--- src/rtl/simon_key_schedule.sv ---
// SIMON64/128 key expansion: accepts a 4-word master key and streams ROUNDS round keys,
// one per cycle, under a valid/ready handshake.
module simon_key_schedule #(
    parameter int unsigned WIDTH  = 32,
    parameter int unsigned ROUNDS = 44,
    parameter logic [63:0] Z      = 64'h3C2CE51207A635DB
) (
    input  logic                 clk,
    input  logic                 rst,
    input  logic                 key_valid,
    input  logic [4*WIDTH-1:0]   key_in,
    output logic                 key_ready,
    output logic                 rk_valid,
    input  logic                 rk_ready,
    output logic [WIDTH-1:0]     rk,
    output logic [5:0]           rk_idx,
    output logic                 rk_last
);

    localparam int unsigned      IDX_W    = 6;
    localparam logic [0:0]       S_IDLE   = 1'b0;
    localparam logic [0:0]       S_RUN    = 1'b1;
    localparam logic [IDX_W-1:0] LAST_IDX = IDX_W'(ROUNDS - 1);

    logic [0:0]       r_state;
    logic [WIDTH-1:0] r_w0;
    logic [WIDTH-1:0] r_w1;
    logic [WIDTH-1:0] r_w2;
    logic [WIDTH-1:0] r_w3;
    logic [IDX_W-1:0] r_i;
    logic             r_key_ready;
    logic             r_rk_valid;
    logic [WIDTH-1:0] r_rk;
    logic [IDX_W-1:0] r_rk_idx;
    logic             r_rk_last;

    logic [0:0]       w_state_nxt;
    logic [WIDTH-1:0] w_w0_nxt;
    logic [WIDTH-1:0] w_w1_nxt;
    logic [WIDTH-1:0] w_w2_nxt;
    logic [WIDTH-1:0] w_w3_nxt;
    logic [IDX_W-1:0] w_i_nxt;
    logic             w_key_ready_nxt;
    logic             w_rk_valid_nxt;
    logic [WIDTH-1:0] w_rk_nxt;
    logic [IDX_W-1:0] w_rk_idx_nxt;
    logic             w_rk_last_nxt;

    logic [WIDTH-1:0] w_t;
    logic [WIDTH-1:0] w_new;
    logic             w_key_hs;
    logic             w_rk_hs;

    // Next schedule word: ~k[i] ^ t ^ ror1(t) ^ z[i] ^ 3, with t = ror3(k[i+3]) ^ k[i+1]
    assign w_t      = {r_w3[2:0], r_w3[WIDTH-1:3]} ^ r_w1;
    assign w_new    = ~r_w0 ^ w_t ^ {w_t[0], w_t[WIDTH-1:1]}
                      ^ {{(WIDTH-1){1'b0}}, Z[r_i]} ^ WIDTH'(3);
    assign w_key_hs = key_valid & r_key_ready;
    assign w_rk_hs  = r_rk_valid & rk_ready;

    always_ff @(posedge clk or posedge rst) begin
        if (rst) begin
            r_state <= S_IDLE;
            r_w0    <= '0;
            r_w1    <= '0;
            r_w2    <= '0;
            r_w3    <= '0;
            r_i     <= '0;
        end else begin
            r_state <= w_state_nxt;
            r_w0    <= w_w0_nxt;
            r_w1    <= w_w1_nxt;
            r_w2    <= w_w2_nxt;
            r_w3    <= w_w3_nxt;
            r_i     <= w_i_nxt;
        end
    end

    always_comb begin
        w_state_nxt = r_state;
        w_w0_nxt    = r_w0;
        w_w1_nxt    = r_w1;
        w_w2_nxt    = r_w2;
        w_w3_nxt    = r_w3;
        w_i_nxt     = r_i;

        case (r_state)
            S_IDLE: begin
                if (w_key_hs) begin
                    w_w0_nxt    = key_in[WIDTH-1:0];
                    w_w1_nxt    = key_in[2*WIDTH-1:WIDTH];
                    w_w2_nxt    = key_in[3*WIDTH-1:2*WIDTH];
                    w_w3_nxt    = key_in[4*WIDTH-1:3*WIDTH];
                    w_i_nxt     = '0;
                    w_state_nxt = S_RUN;
                end
            end
            S_RUN: begin
                if (w_rk_hs) begin
                    w_w0_nxt = r_w1;
                    w_w1_nxt = r_w2;
                    w_w2_nxt = r_w3;
                    w_w3_nxt = w_new;
                    // Counter parks at 0 after the last key so it never passes ROUNDS-1
                    if (r_i == LAST_IDX) begin
                        w_i_nxt     = '0;
                        w_state_nxt = S_IDLE;
                    end else begin
                        w_i_nxt = r_i + IDX_W'(1);
                    end
                end
            end
            default: begin
                w_state_nxt = S_IDLE;
            end
        endcase
    end

    // Outputs are registered copies of the next-state view, so rk tracks W0 with no extra latency
    always_comb begin
        w_key_ready_nxt = 1'b1;
        w_rk_valid_nxt  = 1'b0;
        w_rk_nxt        = '0;
        w_rk_idx_nxt    = '0;
        w_rk_last_nxt   = 1'b0;
        if (w_state_nxt == S_RUN) begin
            w_key_ready_nxt = 1'b0;
            w_rk_valid_nxt  = 1'b1;
            w_rk_nxt        = w_w0_nxt;
            w_rk_idx_nxt    = w_i_nxt;
            w_rk_last_nxt   = (w_i_nxt == LAST_IDX);
        end
    end

    always_ff @(posedge clk or posedge rst) begin
        if (rst) begin
            r_key_ready <= 1'b1;
            r_rk_valid  <= 1'b0;
            r_rk        <= '0;
            r_rk_idx    <= '0;
            r_rk_last   <= 1'b0;
        end else begin
            r_key_ready <= w_key_ready_nxt;
            r_rk_valid  <= w_rk_valid_nxt;
            r_rk        <= w_rk_nxt;
            r_rk_idx    <= w_rk_idx_nxt;
            r_rk_last   <= w_rk_last_nxt;
        end
    end

    assign key_ready = r_key_ready;
    assign rk_valid  = r_rk_valid;
    assign rk        = r_rk;
    assign rk_idx    = r_rk_idx;
    assign rk_last   = r_rk_last;

endmodule

--- config.mk ---
export PLATFORM = sky130hd
export DESIGN_NAME = simon_key_schedule
export DESIGN_NICKNAME = d
export VERILOG_FILES = /design/src/rtl/simon_key_schedule.sv
export SDC_FILE = /design/constraint.sdc
export NUM_CORES = 1
export LEC_CHECK = 0
export ABC_AREA = 0
export ABC_CLOCK_PERIOD_IN_PS = 10000
export CORE_MARGIN = 3
export CORE_UTILIZATION = 25
export CTS_BUF_LIST = sky130_fd_sc_hd__clkbuf_4
export DETAILED_ROUTE_END_ITERATION = 16
export GPL_ROUTABILITY_DRIVEN = 1
export PLACE_DENSITY = 0.41
export SYNTH_ARGS = -nofsm -noshare
export SYNTH_HDL_FRONTEND = slang
export SYNTH_SLANG_ARGS = --single-unit
--- constraint.sdc ---
create_clock -name clk -period 10 [get_ports clk]
set_input_delay 2.5 -clock clk [delete_from_list [all_inputs] [get_ports clk]]
set_output_delay 2.5 -clock clk [all_outputs]
set_load 0.05 [all_outputs]
Yosys cells after proc, flatten, opt, wreduce, memory -nomap -nowiden --
Memories as Yosys holds them, arrays and structs flattened. Index checks and enable logic that the tools add are counted.
Word-level totals: bits in registers 176, bits in read-only memories 64, bits of input ports 132, output and inout bits 41, logic and storage cells 54, memories kept 1
Memory list:
- (name not given) | words 64, width 1, rd ports 1, clocked after Yosys merged registers in 0, write ports 0, line 57 | ^ {{(WIDTH-1){1'b0}}, Z[r_i]} ^ WIDTH'(3);
Cells by class: add/sub/neg operators 1, order comparisons 1, equal/unequal tests 4, multiplexer cells 26, bitwise operators 9, reductions and logical operators 1
Operators by type and width (count):
- 32-bit 2-to-1 mux | 9
- 32-bit case mux with 2 select lines | 4
- 32-bit bitwise XOR | 3
- 32-bit inverter | 1
- 32-bit by 1-bit bitwise XOR with 32-bit output | 1
- 6-bit 2-to-1 mux | 4
- 6-bit == test (second input constant) | 2
- 6-bit case mux with 2 select lines | 1
- 6-bit by 7-bit < comparator with 1-bit output (second input constant) | 1
- 1-bit 2-to-1 mux | 7
- 6-bit by 1-bit adder with 6-bit output (second input constant) | 1
- 1-bit bitwise AND | 2
- 2-bit by 1-bit inequality test with 1-bit output (second input constant) | 1
- 2-bit inequality test (second input constant) | 1
- 2-bit inverter | 1
- 1-bit case mux with 2 select lines | 1
- 2-bit AND reduction | 1
- 1-bit inverter | 1

Logic depth before layout (Yosys ltp) --
depth after elaboration 7, depth in mapped cells 8, depth with buffers taken out 8

Least setup slack after synthesis --
No wires, ideal clock.
path type input to register, start in rk_ready, end reg r_w2[16], library setup time 137 ps, data arrival time 3554 ps, data required time 9863 ps, setup slack 6309 ps, stages on the path 6, path buffers 3, cells stage by stage buf_2 -> nand2_1 -> o21ai_0 -> clkbuf_1 -> clkbuf_1 -> a21oi_1
Between the ends: word-level cells in the longest chain between the ends 3
Ends and longest elaborated chain:
- start: declaration | line 14 | input logic rk_ready,
- 1-bit bitwise AND | line 59 | assign w_rk_hs = r_rk_valid & rk_ready;
- 2-bit by 1-bit inequality test with 1-bit output (no source line)
- 2-bit AND reduction (no source line)
- end signal: assignment | line 73 | r_w2 <= w_w2_nxt;
- end: declaration | line 28 | logic [WIDTH-1:0] r_w2;
Every way passes these cells. A chain may end at the register's enable or synchronous reset.

Final worst setup path --
start in key_valid, end reg r_w2[18]
Between the ends: word-level cells in the longest chain between the ends 3
Ends and longest elaborated chain:
- start: declaration | line 10 | input logic key_valid,
- 1-bit bitwise AND | line 58 | assign w_key_hs = key_valid & r_key_ready;
- 2-bit inequality test (no source line)
- 2-bit AND reduction (no source line)
Every way passes these cells.

==> summary.md <==
| Metric | Value |
|---|---|
| Die footprint | ~0.040 mm^2 |
| Post-CTS Hold Buffers | 0 |
| Crit-path slowest cell | buf_4 |
| Post-route cell area | between 0.01 and 0.015 mm^2 |
| Top post-synthesis cells by area | dfrtp_1 (47%), mux2i_1 (14%), a21oi_1 (7.0%) |
| FF+latch area | between 0.004 and 0.005 mm^2 |
| First-pass GRT wire length | between 40,000 and 50,000 um |
| Sequential power share | 34.5% |
| Mapped Cells | between 800 and 900 |
| Root Buffer | clkbuf_4 |
| Startpoint Class | input port |
| Fin cells | about 1.5k |
| Top FF cell, synth | dfrtp_1 |
| RSZ-0062 raised after global routing | false |
| Largest net degree at the start of global routing | 110 |
| Pwr Total | 3.98 mW |
| FF+latch count, synth | approximately 180 |
| Initial core utilization | ~25% |
| Tcrit/Tclk final | 48.5% |
| Average size of a mapped cell | 10.4 um^2 |
| P_leak | 5.15 nW |
| CTS Buf Count | 17 |
| Final setup fails | 0 |
| Post-synth top area cell | dfrtp_1 |
| Top Ports | approximately 170 |
| Share of layout cells above drive strength 1 | under 10% |
| DP HPWL | about 19,000 um |
| Height of the die | approximately 200 um |
| Final Hold Viols | 0 |
| Post_cts resized | 0 |
| Worst-Margin Slew | approximately 1100 ps |
| Crit Path Class | in -> reg |
| Crit. path cell count | 7 |
| Fmax | about 0.21 GHz |
| Wirelength, routed | 28,500 um |
| Number of warnings issued by yosys | 0 |
| Worst path required time | about 11,000 ps |
| I/O Buffers | between 150 and 200 |
| Antenna Violating Nets Remaining | 0 |
| Worst path bufs/invs | 3 |
| GRT Total Usage | around 15% |
| Gate power share | a little over half |
| Clk pwr share | around an eighth |
| RePlAce Congestion | 0.783 |
| Switching part of the total power | 43.2% |
| Max rail drop VDD | roughly 120 uV |
| Critical path, cell by cell | buf_2 > buf_4 > nand2_4 > o21ai_4 > buf_4 > nor2_1 > a21oi_1 |
| Chip width | approximately 200 um |
| Status | finished, final reports clean |
| Pre-Repair DR Iteration Count | 4 |
| Fin nets | around 1.2k |
| CTS tree | built |
| FF-to-FF path depth | 6 |
| Vias in the first global route | between 7k and 8k |
| Clk buf depth | 2 |
| Sequential cell area fraction in the yosys report | between 40% and 50% |
| Starting DRT DRC Count | between 300 and 400 |
| Crit end category | register |
| Slowest stage delay, CP | between 800 and 900 ps |
| Initial antenna violation count | 1 |
| Max-slew violations | 0 |
| Via count | ~7k |
| Tmin final | around 4800 ps |
| Commonest non-fill, non-tap cell in the layout | dfrtp_1 |
| Core Area | ~0.037 mm^2 |
| Slew margin rel. | between 20% and 30% |
| Cell variety after synth | 50 |
| Via density | approximately 4.6 |
| EDFF count, synth | 0 |
| Post-CTS Repair Setup Buffers | 0 |
| Wire per inst | approximately 19 um |
| Grt total ovfl | 0 |
| Crit path DAT | around 5400 ps |
| Mapped Area | a little over 0.009 mm^2 |
| Syn-to-layout area delta | 25.8% |
| Ys async rst share | 100% |
| Syn Nets | a little over 1k |
| Hold Crit Class | reg -> reg |
| Critical path's most frequent cell | buf_4 |
| Dpl cell area | approximately 0.011 mm^2 |
| Hold path depth | 2 |
| Internal power | 2.26 mW |
| Multi-input logic area | 0.00460 mm^2 |
| Worst Path Max Fanout | between 100 and 150 |
| PwrDens | ~340 mW/mm^2 |
| DRC viols | 0 |
| Clock Sinks | approximately 180 |
| Setup tns final | 0 ps |
| Top delay family on crit path | buffers and inverters |
| Cell Rows | 70 |
| Worst-Skew Late Latency | roughly 600 ps |
| Dpl cells | between 1k and 1.5k |
| Clock-pin transition on the worst setup and hold timing paths | roughly 150 ps |
| Top-area cell type share of the netlist area | between 40% and 50% |
| Layout filler cell count | 3,771 |
| Max cap viols | 0 |
| Commonest non-fill, non-tap cells in the layout | dfrtp_1 (173), clkdlybuf4s50_1 (170), a21oi_1 (131), mux2i_1 (129), xnor2_1 (72) |
| CTS H-tree lvls | 4 |
| Max Clock Skew | slightly above 30 ps |
| NetSw | about 1.7 mW |
cells by family after synthesis:
family                     synth area share [%]
and+or+nand+nor                            11.1
buffers and inverters                      4.06
adders and majority gates                 0.804
muxes                                      14.1
AOI/OAI and AO/OA                          13.8
DFF                                        46.9
xor gates and xnor gates                   9.20
per-stage QoR:
stage / setup WS, ps / util (%) / hold slack [ps]
2_1_floorplan: 2760 / - / 495
3_3_place_gp: 4610 / 31.1 / 508
3_5_place_dp: 4560 / 31.1 / 520
4_1_cts: 5260 / 32.0 / 555
5_1_grt: 4950 / 32.0 / 564
6_report: 5150 / 32.0 / 548
per-layer routing:
layer	global-route usage [%]	wire length (um)
met4	3.44	290
met1	20.8	13800
met5	0	0
met3	2.36	897
met2	23.4	13500
Yosys cell counts, types with 3 or more instances:
master    number
o21ai_0        6
and3_1        32
clkbuf_1      41
and2b_1       14
ha_1           6
buf_2         18
a211oi_1      63
a21oi_1      131
nor2b_1       49
xnor2_1       72
mux2i_1      129
nand2_1        9
xor2_1        26
nor2_1        69
inv_1          7
buf_6          3
clkbuf_8       3
dfrtp_1      174
power by group through the flow:
stage	registers (mW)	logic (mW)	clock network [mW]
2_1_floorplan	1.55	1.40	0
3_3_place_gp	1.40	2.12	0
3_5_place_dp	1.39	2.13	0
4_1_cts	1.38	2.14	0.521
5_1_grt	1.43	2.32	0.545
6_report	1.37	2.11	0.495
cell type report:
class	instances	area share (%)
Multi-Input combinational cell	642	39.2
Clock buffer	20	1.28
Clock inverter	12	1.65
Sequential cell	175	37.3
Inverter	9	0.352
Tap cell	468	4.99
Timing Repair Buffer	181	15.2
Antenna cell	1	0.0213
final timing paths:
kind / slack (ps) / start / end
hold / removal: 550 / r_w2[4] / r_w2[4]
min in group asynchronous: 2410 / rst / rk[3]
max in group asynchronous: 6180 / rst / r_w2[19]
setup reg to reg: 6530 / key_ready / r_w2[18]
hold reg to reg: 550 / r_w2[4] / r_w2[4]
setup / recovery: 5150 / key_valid / r_w2[18]
registers in the layout, indices dropped and copies added (netlist names):
register and count:
r_w0 32, r_w1 32, r_w2 32, r_w3 32
rk 32, r_i 6, rk_idx 6, key_ready 1
rk_last 1, rk_valid 1
worst min-delay path: cells and delay by family (launching register included):
family / cells / cell delay, ps
compound gates: 1 / 100
flops: 1 / 370
simple gates: 1 / 50
No activity file was read; power rests on OpenSTA's default activity.
==> variant (same settings) <==
Reset style: synchronous (`rst`), changed in 2 clocked blocks.
--- a/src/rtl/simon_key_schedule.sv
+++ b/src/rtl/simon_key_schedule.sv
@@ -58,7 +58,7 @@
     assign w_key_hs = key_valid & r_key_ready;
     assign w_rk_hs  = r_rk_valid & rk_ready;
 
-    always_ff @(posedge clk or posedge rst) begin
+    always_ff @(posedge clk) begin
         if (rst) begin
             r_state <= S_IDLE;
             r_w0    <= '0;
@@ -132,7 +132,7 @@
         end
     end
 
-    always_ff @(posedge clk or posedge rst) begin
+    always_ff @(posedge clk) begin
         if (rst) begin
             r_key_ready <= 1'b1;
             r_rk_valid  <= 1'b0;
Behaviour: differs if rst is asserted again (counterexample within 4 cycles, from zero or initial values and one cycle with rst high); with rst held inactive, the same outputs for 4 cycles.
==> variant against the original RTL <==
  * Maximum frequency down 2.9%
  * Register-to-register slack better by 0.38 ns
  * Synthesized area down 8.9%
  * Final area down 7.8%
  * Sequential cell count up 1
  * Global-route usage down 0.26 points
  * Die area down 8.6%
  * Setup slack worse by 0.15 ns
  * Non-clock buffer count unchanged
  * Highest routed layer is now met5
  * Routed wire length down 8.8%
Power is not compared: it rests on default switching activity, and its combinational part moved more than twofold at a synthesized area within 25%.
==> variant: results (changes against the original RTL) <==
Status: finished, final reports clean
Synth-to-Final Area Change: 27.4%
Setup Skew: 0.0313 ns (+0.000675 ns)
Multiplexer share of the synthesized area: 15.7% (+1.6 points)
Initial antenna violation count: 2 (+1)
Worst slack, placed: 4.32 ns (-0.242 ns)
N_diodes: 3 (+2)
Asr flop ratio synth: 0% (-100 points)
Fin cells: 1531 (+1.5%)
Filler cells: 3532 (-6.3%)
Commonest cells in the netlist: nor2_1 (198), dfxtp_1 (176), a211oi_1 (97), xnor2_1 (97), mux2i_1 (96)
Total power: 0.00174 W
Adder-Cell Fraction of Synth Area: 0.441% (-0.36 points)
Drt total wl: 26000 µm (-8.8%)
Post-DR vias/cell: 4.50 (-1.7%)
Seq/total area: 32.6% (-4.8 points)
Global Route met2 Usage: 22.4% (-0.96 points)
Clock Latency Late Sink: 0.62 ns (+0.02 ns)
Non-clock inverters: 6 (-3)
Met3 Usage GRT: 3.31% (+0.95 points)
Distinct cell type count after synthesis: 52 (+4.0%)
Xor-xnor portion of the synthesized cell area: 10.3% (+1.1 points)
Total track usage: 14.3% (-0.26 points)
Sequential area share after synthesis: 41.4% (-5.5 points)
Largest net degree at the start of global routing: 105 (-4.5%)
Initial drt markers: 391 (+28%)
Share of layout cells above drive strength 1: 8.75% (+3.6 points)
Post-DP HPWL: 17600 µm (-9.2%)
First-pass GRT wire length: 40000 µm (-8.6%)
-- variant: changes by cell type in the layout (fill, tap and decap cells not counted), sizes merged, moves of 25 or more --
cell	delta
dfxtp	+176
nor2b	-48
and3	-28
mux2i	-33
o21ai	+29
dfrtp	-174
a21oi	-94
nor2	+131
mux2	+31
nand2	+31
xnor2	+25
a211oi	+34
-- variant: routing by layer --
layer | vias to the layer above | share of wire [%]
met1 | 3187 | 49
met5 | - | 0.065
li1 | 3554 | -
met3 | 19 | 4.3
met2 | 125 | 45
met4 | 2 | 1.1
-- variant: path summary, 6_finish.rpt --
path,cells after the start,end,slack [ns],from
setup / recovery,11,flip-flop,5.01,rk_ready
hold / removal,2,r_w3[1],0.50,r_w3[1]
setup reg to reg,8,r_w3[4],6.91,r_state
hold reg to reg,2,r_w3[1],0.50,r_w3[1]
